`src/rtl/sb_tx_arbiter.sv`:
```
// Round-robin arbiter feeding the sideband TX serializer, with a credit/drain model of its buffer.
// Optional build macro SB_TX_ARB_STRICT_PRIO_EN: requester 0 gets strict priority over the rest.
module sb_tx_arbiter #(
    parameter int NUM_REQ       = 4,
    parameter int TX_DEPTH      = 4,
    parameter int PACKET_CYCLES = 96
) (
    input  logic                          clk,
    input  logic                          reset,
    input  logic                          enable_i,
    input  logic [NUM_REQ-1:0]            req_valid_i,
    input  logic [64*NUM_REQ-1:0]         req_data_i,
    output logic [NUM_REQ-1:0]            req_ready_o,
    output logic [63:0]                   tx_data_o,
    output logic                          tx_valid_o,
    output logic                          tx_enable_o,
    output logic [$clog2(TX_DEPTH):0]     credits_o,
    output logic                          busy_o
);

    localparam int CW  = $clog2(TX_DEPTH) + 1;
    localparam int PW  = $clog2(NUM_REQ);
    localparam int PW1 = PW + 1;
    localparam int DW  = $clog2(PACKET_CYCLES);

    typedef enum logic [1:0] {
        DISABLED = 2'd0,
        ACTIVE   = 2'd1,
        FULL     = 2'd2
    } state_t;

    state_t          state_r;
    logic [PW-1:0]   ptr_r;
    logic [CW-1:0]   credits_r;
    logic [DW-1:0]   drain_r;
    logic [63:0]     tx_data_r;
    logic            tx_valid_r;
    logic            tx_enable_r;

    logic [NUM_REQ-1:0] grant_s;
    logic [NUM_REQ-1:0] cand_s;
    logic [PW-1:0]      win_s;
    logic [PW-1:0]      idx_s;
    logic               found_s;
    logic [63:0]        sel_data_s;
    logic               accept_s;
    logic               busy_s;
    logic               ret_s;
    logic [CW-1:0]      credits_nxt_s;

    // Index base+off modulo NUM_REQ, both operands already below NUM_REQ.
    function automatic logic [PW-1:0] rr_idx(input logic [PW-1:0] base, input logic [PW-1:0] off);
        logic [PW:0] s;
        s = {1'b0, base} + {1'b0, off};
        if (s >= PW1'(NUM_REQ)) begin
            s = s - PW1'(NUM_REQ);
        end else begin
            s = s;
        end
        return s[PW-1:0];
    endfunction

    // Winner selection: first valid candidate at or after the pointer, only while grants are allowed.
    always_comb begin
        grant_s = '0;
        win_s   = '0;
        idx_s   = '0;
        found_s = 1'b0;
        cand_s  = req_valid_i;
`ifdef SB_TX_ARB_STRICT_PRIO_EN
        cand_s[0] = 1'b0;
`endif
        if (state_r == ACTIVE && enable_i && credits_r != '0) begin
`ifdef SB_TX_ARB_STRICT_PRIO_EN
            if (req_valid_i[0]) begin
                grant_s[0] = 1'b1;
                found_s    = 1'b1;
            end else begin
                found_s = 1'b0;
            end
`endif
            for (int i = 0; i < NUM_REQ; i++) begin
                idx_s = rr_idx(ptr_r, PW'(i));
                if (!found_s && cand_s[idx_s]) begin
                    grant_s[idx_s] = 1'b1;
                    win_s          = idx_s;
                    found_s        = 1'b1;
                end else begin
                    found_s = found_s;
                end
            end
        end else begin
            grant_s = '0;
        end
        sel_data_s = req_data_i[64*win_s +: 64];
    end

    assign accept_s = |grant_s;
    assign busy_s   = (credits_r != CW'(TX_DEPTH));
    assign ret_s    = busy_s && (drain_r == DW'(PACKET_CYCLES - 1));

    // Credit bookkeeping: an accept and a return in the same cycle cancel out.
    always_comb begin
        case ({accept_s, ret_s})
            2'b10:   credits_nxt_s = credits_r - CW'(1);
            2'b01:   credits_nxt_s = credits_r + CW'(1);
            default: credits_nxt_s = credits_r;
        endcase
    end

    // FSM, pointer, drain timer and registered serializer outputs.
    always_ff @(posedge clk or posedge reset) begin
        if (reset) begin
            state_r     <= DISABLED;
            ptr_r       <= '0;
            credits_r   <= CW'(TX_DEPTH);
            drain_r     <= '0;
            tx_data_r   <= 64'd0;
            tx_valid_r  <= 1'b0;
            tx_enable_r <= 1'b0;
        end else begin
            tx_enable_r <= enable_i;
            tx_valid_r  <= accept_s;
            credits_r   <= credits_nxt_s;
            if (accept_s) begin
                tx_data_r <= sel_data_s;
`ifdef SB_TX_ARB_STRICT_PRIO_EN
                if (!grant_s[0]) begin
                    ptr_r <= rr_idx(win_s, PW'(1));
                end
`else
                ptr_r <= rr_idx(win_s, PW'(1));
`endif
            end
            // Timer restarts on the first packet into an empty buffer, wraps on every return.
            if (accept_s && !busy_s) begin
                drain_r <= '0;
            end else if (ret_s) begin
                drain_r <= '0;
            end else if (busy_s) begin
                drain_r <= drain_r + DW'(1);
            end
            case (state_r)
                DISABLED: begin
                    if (enable_i) begin
                        state_r <= (credits_nxt_s != '0) ? ACTIVE : FULL;
                    end
                end
                ACTIVE: begin
                    if (!enable_i) begin
                        state_r <= DISABLED;
                    end else if (credits_nxt_s == '0) begin
                        state_r <= FULL;
                    end
                end
                FULL: begin
                    if (!enable_i) begin
                        state_r <= DISABLED;
                    end else if (ret_s) begin
                        state_r <= ACTIVE;
                    end
                end
                default: state_r <= DISABLED;
            endcase
        end
    end

    assign req_ready_o = grant_s;
    assign tx_data_o   = tx_data_r;
    assign tx_valid_o  = tx_valid_r;
    assign tx_enable_o = tx_enable_r;
    assign credits_o   = credits_r;
    assign busy_o      = busy_s;

endmodule
```
`config.mk`:
```
export PLATFORM = sky130hd
export DESIGN_NAME = sb_tx_arbiter
export DESIGN_NICKNAME = d
export VERILOG_FILES = /design/src/rtl/sb_tx_arbiter.sv
export SDC_FILE = /design/constraint.sdc
export NUM_CORES = 1
export LEC_CHECK = 0
export BUFFER_PORTS_ARGS = -buffer_cell sky130_fd_sc_hd__clkbuf_2
export CORE_AREA = 2 2 130 132
export CTS_CLUSTER_SIZE = 28
export DETAILED_ROUTE_END_ITERATION = 7
export DIE_AREA = 0 0 132 134
export PLACE_DENSITY_LB_ADDON = 0.25
export SYNTH_ARGS = -nofsm -noshare
export SYNTH_HDL_FRONTEND = slang
export SYNTH_SLANG_ARGS = --single-unit
```
`constraint.sdc`:
```
create_clock -name clk -period 4.8 [get_ports clk]
set_input_delay 0.48 -clock clk [delete_from_list [all_inputs] [get_ports clk]]
set_output_delay 0.48 -clock clk [all_outputs]
set_load 0.05 [all_outputs]
```
=== Word level (Yosys, flattened, before mapping) ===
Index checks and enable logic that the tools add are counted.

* Register bits: 80
* Bits in read-only memories: 0
* Bits in latches: 0
* Memories kept: 0
* RAM bits: 0

* Bitwise operators: 3
* Eq/ne operators: 9
* Multiply operators: 0
* Reductions and logical operators: 22
* Divide/modulo/power cells: 0
* Order comparisons: 13
* Muxes and demuxes: 55
* Shifts and indexed selects: 1
* Add/subtract/negate cells: 12

{| class="wikitable"
|+ Operators by type and width
! cell !! count
|-
| $shiftx A256 B9 Y64 || 1
|-
| $mux W2 || 20
|-
| $mux W4 || 8
|-
| $mux W7 || 3
|-
| $mux W1 || 14
|-
| $ge A3 B3 Y1 const B || 4
|-
| $lt A2 B3 Y1 const B || 4
|-
| $or A4 B4 Y4 || 3
|-
| $logic_and A1 B1 Y1 || 11
|-
| $sub A2 B1 Y2 const B || 5
|-
| $reduce_bool A3 Y1 || 3
|-
| $bmux W1 S2 || 4
|-
| $demux W1 S2 || 4
|-
| $ge A2 B1 Y1 const B || 4
|-
| $add A7 B1 Y7 const B || 1
|-
| $eq A7 B7 Y1 const B || 1
|-
| $add A2 B1 Y3 const B || 2
|-
| $add A2 B2 Y3 const B || 2
|-
| $ne A3 B3 Y1 const B || 2
|-
| $pmux W2 S3 || 1
|-
| $pmux W3 S2 || 1
|-
| $eq A2 B1 Y1 const B || 2
|-
| $eq A2 B2 Y1 const B || 2
|-
| $logic_not A1 Y1 || 4
|-
| 9 further kinds || 9
|}

=== Longest topological paths before layout ===
Gate-level depths: netlist of run 1.

* Depth in word-level cells: 27
* Mapped depth: 19
* Gate-level depth less buffers: 15

=== Least setup slack after synthesis of run 1 ===
No wires, ideal clock.

* Path kind: flip-flop to flip-flop
* From: reg ptr_r[0]
* To: reg state_r[0]
* Cell stages (with the launch flop): 20
* Setup time: 119 ps
* Buffers on the path: 4
* Data arrival time: 4,091 ps
* Period minus slack after synthesis: 4,210 ps
* Slack: 590 ps
* Cells stage by stage: dfrtp_1 -> buf_2 -> inv_1 -> ha_1 -> clkbuf_2 -> mux4_2 -> nor2b_4 -> o41a_4 -> o31ai_4 -> buf_2 -> buf_4 -> ha_1 -> inv_1 -> fa_1 -> xor2_1 -> nor2_1 -> xor2_1 -> nor3_1 -> o21ai_0 -> and2_1

* Cells in the longest elaborated chain, start to end: 26
* Elaborated cells between the ends (all ways): 81
* Those cells by class: 7 x add/sub; 12 x order compare; 3 x eq/ne; 42 x mux; 3 x bitwise; 14 x reduce/logical

{| class="wikitable"
|+ RTL lines
! element !! line !! text
|-
| from (decl) || 33 || <nowiki>logic [PW-1:0] ptr_r;</nowiki>
|-
| from (signal assigned) || 132 || <nowiki>ptr_r <= rr_idx(win_s, PW'(1));</nowiki>
|-
| branches (longest 17 deep; another with $add A2 B1 Y3) || n/a ||
|-
| $mux W4 * || 84 || <nowiki>if (!found_s && cand_s[idx_s]) begin</nowiki>
|-
| $mux W4 * || 73 || <nowiki>if (state_r == ACTIVE && enable_i && credits_r != '0) begin</nowiki>
|-
| $reduce_or A4 Y1 * || 98 || <nowiki>assign accept_s = |grant_s;</nowiki>
|-
| $eq A2 B1 Y1 / $eq A2 B2 Y1 (equally long branches) || 104 || <nowiki>case ({accept_s, ret_s})</nowiki>
|-
| $pmux W3 S2 * || 104 ||
|-
| via credits_nxt_s[2] || 49 || <nowiki>logic [CW-1:0] credits_nxt_s;</nowiki>
|-
| $reduce_bool A3 Y1 || 146 || <nowiki>state_r <= (credits_nxt_s != '0) ? ACTIVE : FULL;</nowiki>
|-
| $mux W2 || 146 ||
|-
| $mux W2 || 145 || <nowiki>if (enable_i) begin</nowiki>
|-
| $pmux W2 S3 || 143 || <nowiki>case (state_r)</nowiki>
|-
| to (signal assigned) || 146 ||
|-
| to (decl) || 32 || <nowiki>state_t state_r;</nowiki>
|}

Mark *: on every way through the listed nets, which the timed path passes. The select of a mux whose other input is x is not followed.
A chain may end at the register's enable or synchronous reset.

=== Worst setup path in the final report of run 1 ===
* From: reg ptr_r[1]
* To: reg state_r[0]

Same word-level chain as after synthesis.

==> results of run 1 <==
## worst max-delay path, cell delays in order (launching register included)
cell and delay (ns):
dfrtp_1 0.62, inv_2 0.14, ha_1 0.33, mux4_2 0.35, nor2b_4 0.17, o41a_4 0.36
o31ai_4 0.19, ha_1 0.22, inv_1 0.06, fa_1 0.38, xor2_1 0.17, nor2_1 0.06
xor2_1 0.15, nor3_1 0.26, o21ai_0 0.10, and2_1 0.16
## state kept, by name (all words and copies together), names as in the netlist
| register | flops |
|---|---|
| state_r | 2 |
| tx_enable_o | 1 |
| tx_data_o | 64 |
| ptr_r | 2 |
| drain_r | 7 |
| tx_valid_o | 1 |
| credits_o | 3 |
## layer usage
layer | global-route usage | share of wire | up-vias
li1 | - | - | 2589
met1 | 0.2533 | 0.42 | 2454
met2 | 0.3501 | 0.50 | 198
met3 | 0.04233 | 0.062 | 19
met4 | 0.05676 | 0.015 | 0
met5 | 0 | 0 | -
## cell usage in the layout, fill, tap and decap left out, types with 5 or more instances in the layout
master | netlist | final
inv_1 | 7 | 6
clkbuf_2 | 1 | 336
buf_4 | 2 | 6
mux2i_1 | 130 | 130
ha_1 | 10 | 10
nand3b_1 | 6 | 6
dfrtp_1 | 79 | 79
nor4_1 | 5 | 5
nand2_1 | 76 | 76
nor2_1 | 7 | 7
clkbuf_16 | 0 | 9
o221ai_2 | 60 | 60
nor3_1 | 7 | 7
buf_12 | 0 | 6
o21ai_0 | 6 | 6
nand3_1 | 5 | 5
a21oi_1 | 10 | 10
## per-stage QoR
| stage | hold WS [ns] | cell area (sq um) | utilization |
|---|---|---|---|
| final | 0.2203 | 7883 | 0.4839 |
| after global routing | 0.2720 | 7883 | 0.4839 |
| after CTS | 0.2453 | 7883 | 0.4839 |
| after detailed placement | 0.4717 | 7567 | 0.4646 |
| after global placement | 0.4708 | 7567 | 0.4646 |
| after floorplan | 0.4718 | 5723 | - |
## how the worst max path moves through the flow
stage	end	slack, ns	cells past startpoint
after floorplan	state_r[0]	0.59	19
after global placement	state_r[0]	1.07	15
after detailed placement	state_r[0]	0.96	15
after CTS	state_r[0]	0.94	15
after global routing	state_r[0]	0.60	15
final	state_r[0]	0.97	15
## power breakdown
part	internal (mW)	switching [mW]
clock network	0.434	0.290
registers	0.675	0.000707
logic	0.106	0.0910
## cell type report
| type | instances | area share |
|---|---|---|
| clock buffers | 11 | 0.03206 |
| clock inverters | 5 | 0.007937 |
| inverters | 9 | 0.004444 |
| multi-input cells | 381 | 0.4322 |
| flip-flops and latches | 80 | 0.2541 |
| well taps | 220 | 0.03492 |
| repair buffers | 348 | 0.2343 |
## cell families (layout without fill, tap and decap cells)
family | count (synthesis) | count (layout) | share of synthesized area
AOI/OAI and AO/OA | 107 | 107 | 0.2206
xor gates and xnor gates | 4 | 4 | 0.006123
adders and majority gates | 11 | 11 | 0.02536
buffers and inverters | 53 | 373 | 0.05728
DFF | 80 | 80 | 0.3500
muxes | 134 | 134 | 0.2392
and+or+nand+nor | 125 | 125 | 0.1014
==> results.yml, run 1 <==
drt:
  via_count: 5260
  routed_via_density: 4.991
  dr.first_iter.drc_count: 249
  ant_nets: 0
  drc_errors: 0
  drt_first_pass_iters: 6
  totalWireLength_um: 18200
  routedWlPerCell_um: 17.27
timing:
  rsz0062_at_grt: "false"
  report.final.slew_viol_count: 0
  setup-violations-final: 0
  period_minus_slack_ns: 3.834
  fin_crit_sh: 0.7987
  fin_skew_ns: 0.007980
  finalSetupTns_ns: 0
  tightest_slew_ns: 0.7277
  max_slew_margin: 0.5072
  fmax_mhz: 260.8
  finalWorstSetupSlack_ns: 0.9663
  hold_viol_final: 0
worst_setup_path:
  arrival_ns: 4.06
  r2r_start: "ptr_r[1]"
  crit_fanout: 12
  r2r_slack_ns: 0.97
  cp_data_required_time_ns: 5.03
  r2r-end: "state_r[0]"
  reg2regPathDepth: 15
  crit_type: "reg2reg"
  endpoint_kind: "register"
  cp-startpoint: "ptr_r[1]"
  cp-start-kind: "register"
clocking:
  path_clk_slew_ns: 0.06
  root_buffer: "clkbuf_16"
  cts_sinks: 80
  htreeDepth: 3
  clock_path_buffers: 2
  cts_resized: 0
  cts_tree: "built"
  clock_latency_ns: 0.34
  cts_setup_buffers: 0
  cts_hold_buf: 0
  numCtsBuffers: 9
die:
  die_h_um: 134
  core_area_sq_um: 16290
  rows: 47
  die_x_um: 132
  dieArea_sq_um: 17690
  pin_count: 337
  initial_core_util: 0.3513
synth:
  syn_area_sq_um: 5723
  synth_edf_count: 0
  ys_ff_latch: 80
  syn_nets: 788
  synth_top_area_cell: "dfrtp_1"
  synthTopCellsByCount: "130 x mux2i_1, 79 x dfrtp_1, 76 x nand2_1"
  yosysMostFrequentCell: "mux2i_1"
  synthCells: 514
  seq_area_frac_synth: 0.3500
  synth_flop_cell: "dfrtp_1"
  async_reset_ff_frac: 1.000
  synth_area_leaders: "dfrtp_1 35%, mux2i_1 23%, o221ai_2 16%"
  yosysWarnings: 0
  ys_types: 55
  synth_top_area_share: 0.3454
  avgSynthCellArea_sq_um: 11.13
place:
  io_buffers: 336
  pre_cts_ws_ns: 0.9645
  place_inst: 1038
  routabilityCongestion: 0.8681
  dp_hpwl_um: 14150
global_route:
  grt_pass1_wl_um: 28350
  first_global_vias: 5235
  overflow: 0
  track_usage: 0.2014
  antenna_found_initial: 0
  grt_start_max_net_pins: 74
pwr:
  powerDensity_nw_per_um2: 202.6
  p_leak_nw: 4.732
  peakVddDrop_uv: 177.9
  power.total_mw: 1.597
finish:
  fillerInstances: 1540
  seq_area_sq_um: 2003
  nNetsFinal: 1103
  drive_above_1_share: 0.5252
  post_layout_nonfiller_instances: 1054
  synthToLayoutAreaGrowth_pct: 37.74
  antennaDiodeCount: 0
  multi_input_area_sq_um: 3407
outcome:
  run_status: "completed"
hold_path:
  hold_class: "in2async"
flow_run:
  max_cap_viol_count: 0
Note: power is estimated with default switching activity, not from simulation.
==> inputs of run 2 (changes only) <==
Clock period 4.8 ns to 3.3 ns, I/O delays scaled along.
==> results.yml, run 2 (same netlist as run 1, synthesis figures left out) <==
die:
  initial_core_util: 0.3513
  pin_count: 337
  dieArea_sq_um: 17690
  die_h_um: 134
  die_x_um: 132
  core_area_sq_um: 16290
  rows: 47
clocking:
  cts_sinks: 80
  cts_tree: "built"
  cts_hold_buf: 0
  clock_path_buffers: 2
  root_buffer: "clkbuf_16"
  numCtsBuffers: 9
  htreeDepth: 3
  clock_latency_ns: 0.35
  cts_setup_buffers: 0
  path_clk_slew_ns: 0.06
worst_setup_path:
  endpoint_kind: "register"
  cp_data_required_time_ns: 3.53
  cp-startpoint: "ptr_r[0]"
  r2r_start: "ptr_r[0]"
  crit_type: "reg2reg"
  arrival_ns: 3.49
  reg2regPathDepth: 13
  cp-start-kind: "register"
  crit_fanout: 4
place:
  io_buffers: 336
  routabilityCongestion: 0.8023
  pre_cts_ws_ns: -0.03722
  dp_hpwl_um: 14780
  place_inst: 1055
timing:
  tightest_slew_ns: 0.6822
  report.final.slew_viol_count: 0
  fmax_mhz: 307.4
  fin_skew_ns: 0.006650
  fin_crit_sh: 0.9857
  finalSetupTns_ns: 0
  max_slew_margin: 0.5380
  setup-violations-final: 0
  hold_viol_final: 0
  finalWorstSetupSlack_ns: 0.04721
  hold_ws_ns: 0.06883
  rsz0062_at_grt: "true"
  period_minus_slack_ns: 3.253
global_route:
  antenna_found_initial: 0
  grt_start_max_net_pins: 81
  first_global_vias: 5339
  grt_pass1_wl_um: 28910
  track_usage: 0.2069
  overflow: 0
finish:
  post_layout_nonfiller_instances: 1071
  nNetsFinal: 1120
  fillerInstances: 1519
  drive_above_1_share: 0.5429
  layout_common_cells: "336 x clkbuf_2, 130 x mux2i_1, 78 x dfrtp_1, 76 x nand2_1, 60 x o221ai_2"
  largest_register_ffs: 64
  synthToLayoutAreaGrowth_pct: 41.80
  multi_input_area_sq_um: 3458
  seq_area_sq_um: 2004
  antennaDiodeCount: 0
  final_common_cell: "clkbuf_2"
pwr:
  p_leak_nw: 4.850
  clkPwrFrac: 0.456
  seqPwrFrac: 0.418
  powerDensity_nw_per_um2: 289.8
  power.switching_uw: 548.4
  power_frac_comb: 0.126
  switching_share: 0.2332
  p_int_mw: 1.803
  power.total_mw: 2.352
  peakVddDrop_uv: 217.7
hold_path:
  hold_class: "in2async"
drt:
  drt_first_pass_iters: 4
  ant_nets: 0
  via_count: 5308
  totalWireLength_um: 18640
  dr.first_iter.drc_count: 177
  drc_errors: 0
  routedWlPerCell_um: 17.40
  routed_via_density: 4.956
outcome:
  run_status: "completed"
flow_run:
  max_cap_viol_count: 0
[run 2: power groups by stage]
stage                     clock network, mW  registers [mW]  logic, mW
final                                  1.07           0.983      0.295
after global routing                   1.14           0.983      0.328
after CTS                              1.11           0.983      0.300
after detailed placement                  0            1.00      0.299
after global placement                    0            1.00      0.298
after floorplan                           0            1.00      0.102
[run 2: worst paths after layout]
check	slack, ns	endpoint
max	0.05	state_r[0]
min	0.07	tx_data_o[26]
max reg2reg	0.05	state_r[0]
min reg2reg	0.48	tx_data_o[39]
max in group asynchronous	2.87	credits_o[2]
min in group clk	0.15	tx_enable_o
[run 2: cell type report]
| cell class | instances | area share |
|---|---|---|
| Sequential cell | 80 | 0.2470 |
| Timing Repair Buffer | 365 | 0.2495 |
| Tap cell | 220 | 0.03392 |
| Clock buffer | 10 | 0.02821 |
| Multi-Input combinational cell | 381 | 0.4261 |
| Clock inverter | 6 | 0.01033 |
| Inverter | 9 | 0.004934 |
[run 2: layer usage]
| layer | track usage | share of wire | up-vias |
|---|---|---|---|
| li1 | - | - | 2620 |
| met1 | 0.2565 | 0.42 | 2491 |
| met2 | 0.3655 | 0.51 | 178 |
| met3 | 0.03704 | 0.052 | 19 |
| met4 | 0.06582 | 0.017 | 0 |
| met5 | 0 | 0 | - |
[run 2: per-stage QoR]
| stage | cell area (sq um) | utilization |
|---|---|---|
| finish | 8115 | 0.4982 |
| floorplan | 5793 | - |
| CTS | 8107 | 0.4977 |
| detailed placement | 7787 | 0.4781 |
| global route | 8115 | 0.4982 |
| global placement | 7787 | 0.4781 |
[run 2: what timing repair did]
item / in CTS / in global routing
gates cloned: 0 / 0
resized for setup: 1 / 1
pin swaps: 1 / 0
endpoints found under the setup margin: 37 / 53
[run 2: worst max-delay path, cell delays in order, from the launching register on]
cell     delay [ns]
dfrtp_2        0.43
inv_6          0.04
ha_4           0.27
mux4_2         0.31
nor2b_4        0.15
o41a_4         0.36
o31ai_4        0.25
ha_4           0.18
inv_2          0.03
fa_2           0.40
mux2_4         0.29
nor3_2         0.20
o21ai_1        0.07
and2_1         0.15
==> inputs of run 3 (changes only) <==
Settings changed: PLACE_DENSITY set to 0.7, PLACE_DENSITY_LB_ADDON 0.25 to unset.
==> results.yml, run 3 (same netlist as run 1, synthesis figures left out) <==
timing:
  period_minus_slack_ns: 3.261
  fin_skew_ns: 0.009232
  hold_ws_ns: 0.1463
  hold_viol_final: 0
  fmax_mhz: 306.6
  finalWorstSetupSlack_ns: 0.03880
  tightest_slew_ns: 0.9475
  report.final.slew_viol_count: 0
  rsz0062_at_grt: "true"
  fin_crit_sh: 0.9882
  setup-violations-final: 0
  finalSetupTns_ns: 0
  max_slew_margin: 0.3683
drt:
  routedWlPerCell_um: 16.17
  drt_first_pass_iters: 5
  routed_via_density: 5.012
  via_count: 5368
  dr.first_iter.drc_count: 231
  drc_errors: 0
  ant_nets: 0
  totalWireLength_um: 17320
hold_path:
  hold_class: "in2async"
clocking:
  clock_latency_ns: 0.34
  htreeDepth: 3
  cts_tree: "built"
  cts_sinks: 80
  clock_path_buffers: 2
  path_clk_slew_ns: 0.07
  root_buffer: "clkbuf_16"
  cts_hold_buf: 0
  numCtsBuffers: 9
worst_setup_path:
  endpoint_kind: "register"
  worst-path-buf-inv: 2
  arrival_ns: 3.49
  cp_common_cell: "ha_4"
  crit_fanout: 3
  crit_chain: "inv_6 > ha_4 > mux4_2 > nor2b_4 > o41a_4 > o31ai_4 > ha_4 > inv_2 > fa_2 > mux2_4 > nor3_2 > o21ai_1 > and2_1"
  cp_data_required_time_ns: 3.53
  crit_type: "reg2reg"
  max_stage_delay_ns: 0.45
  slowest_stage: "dfrtp_2"
  cp-start-kind: "register"
  cpLargestDelayFamily: "adder cells"
pwr:
  power_frac_comb: 0.119
  peakVddDrop_uv: 221.3
  seqPwrFrac: 0.404
  power.total_mw: 2.435
  powerDensity_nw_per_um2: 299.5
  p_int_mw: 1.900
  switching_share: 0.2196
  clkPwrFrac: 0.477
  power.switching_uw: 534.7
  p_leak_nw: 4.855
global_route:
  overflow: 0
  grt_pass1_wl_um: 26950
  track_usage: 0.1894
  first_global_vias: 5254
  antenna_found_initial: 0
  grt_start_max_net_pins: 69
die:
  initial_core_util: 0.3513
  core_area_sq_um: 16290
  die_x_um: 132
  die_h_um: 134
  dieArea_sq_um: 17690
  rows: 47
  pin_count: 337
place:
  place_inst: 1054
  place_area_sq_um: 7755
  dp_hpwl_um: 13570
  pre_cts_ws_ns: -0.003656
  routabilityCongestion: 0.8795
  io_buffers: 336
finish:
  drive_above_1_share: 0.5441
  post_layout_nonfiller_instances: 1071
  layout_common_cells: "336 x clkbuf_2, 130 x mux2i_1, 78 x dfrtp_1, 76 x nand2_1, 60 x o221ai_2"
  antennaDiodeCount: 0
  final_common_cell: "clkbuf_2"
  largest_register_ffs: 64
  utilization: 0.4990
  design_area_sq_um: 8128
  nNetsFinal: 1121
  synthToLayoutAreaGrowth_pct: 42.02
  fillerInstances: 1504
flow_run:
  max_cap_viol_count: 0
outcome:
  run_status: "completed"
[run 3: worst paths after layout]
check | start | end | slack, ns | depth (start not counted)
setup / recovery | ptr_r[0] | state_r[0] | 0.04 | 13
hold / removal | reset | tx_data_o[28] | 0.15 | 2
setup reg to reg | ptr_r[0] | state_r[0] | 0.04 | 13
hold reg to reg | tx_data_o[38] | tx_data_o[38] | 0.48 | 2
max in group asynchronous | reset | credits_o[2] | 2.30 | 3
min in group clk | enable_i | tx_enable_o | 0.17 | 1
[run 3: power by group through the flow]
| stage | sequential (mW) | combinational [mW] | clock (mW) |
|---|---|---|---|
| 3_5_place_dp | 1.00 | 0.292 | 0 |
| 5_1_grt | 0.983 | 0.320 | 1.23 |
| 2_1_floorplan | 1.00 | 0.102 | 0 |
| 3_3_place_gp | 1.00 | 0.289 | 0 |
| 4_1_cts | 0.983 | 0.293 | 1.20 |
| 6_report | 0.983 | 0.290 | 1.16 |
[run 3: area by class of cell]
type	instances	area [sq um]	share of cell area
Multi-Input combinational cell	381	3458	0.4255
Tap cell	220	275.3	0.03387
Sequential cell	80	2004	0.2466
Clock inverter	5	103.9	0.01278
Inverter	9	40.04	0.004926
Clock buffer	10	239.0	0.02940
Timing Repair Buffer	366	2007	0.2469
[run 3: worst register-to-register path, cell delays in order (launching register included)]
cell and delay (ns):
dfrtp_2 0.45, inv_6 0.05, ha_4 0.26, mux4_2 0.31, nor2b_4 0.15, o41a_4 0.36
o31ai_4 0.25, ha_4 0.19, inv_2 0.04, fa_2 0.39, mux2_4 0.29, nor3_2 0.21
o21ai_1 0.07, and2_1 0.15
[run 3: routing by layer]
layer	wire [um]	vias to the layer above	GRT usage
met5	0	-	0
li1	-	2628	-
met4	297	0	0.06039
met1	6813	2497	0.2218
met3	1317	18	0.05404
met2	8887	225	0.3351
[run 3: timing repair]
| action | in CTS | in global routing |
|---|---|---|
| pin swaps | 1 | 0 |
| resized for setup | 0 | 2 |
| endpoints found under the hold margin | 0 | 0 |
| buffers inserted | 0 | 2 |
| endpoints found under the setup margin | 1 | 2 |
| gates cloned | 0 | 0 |
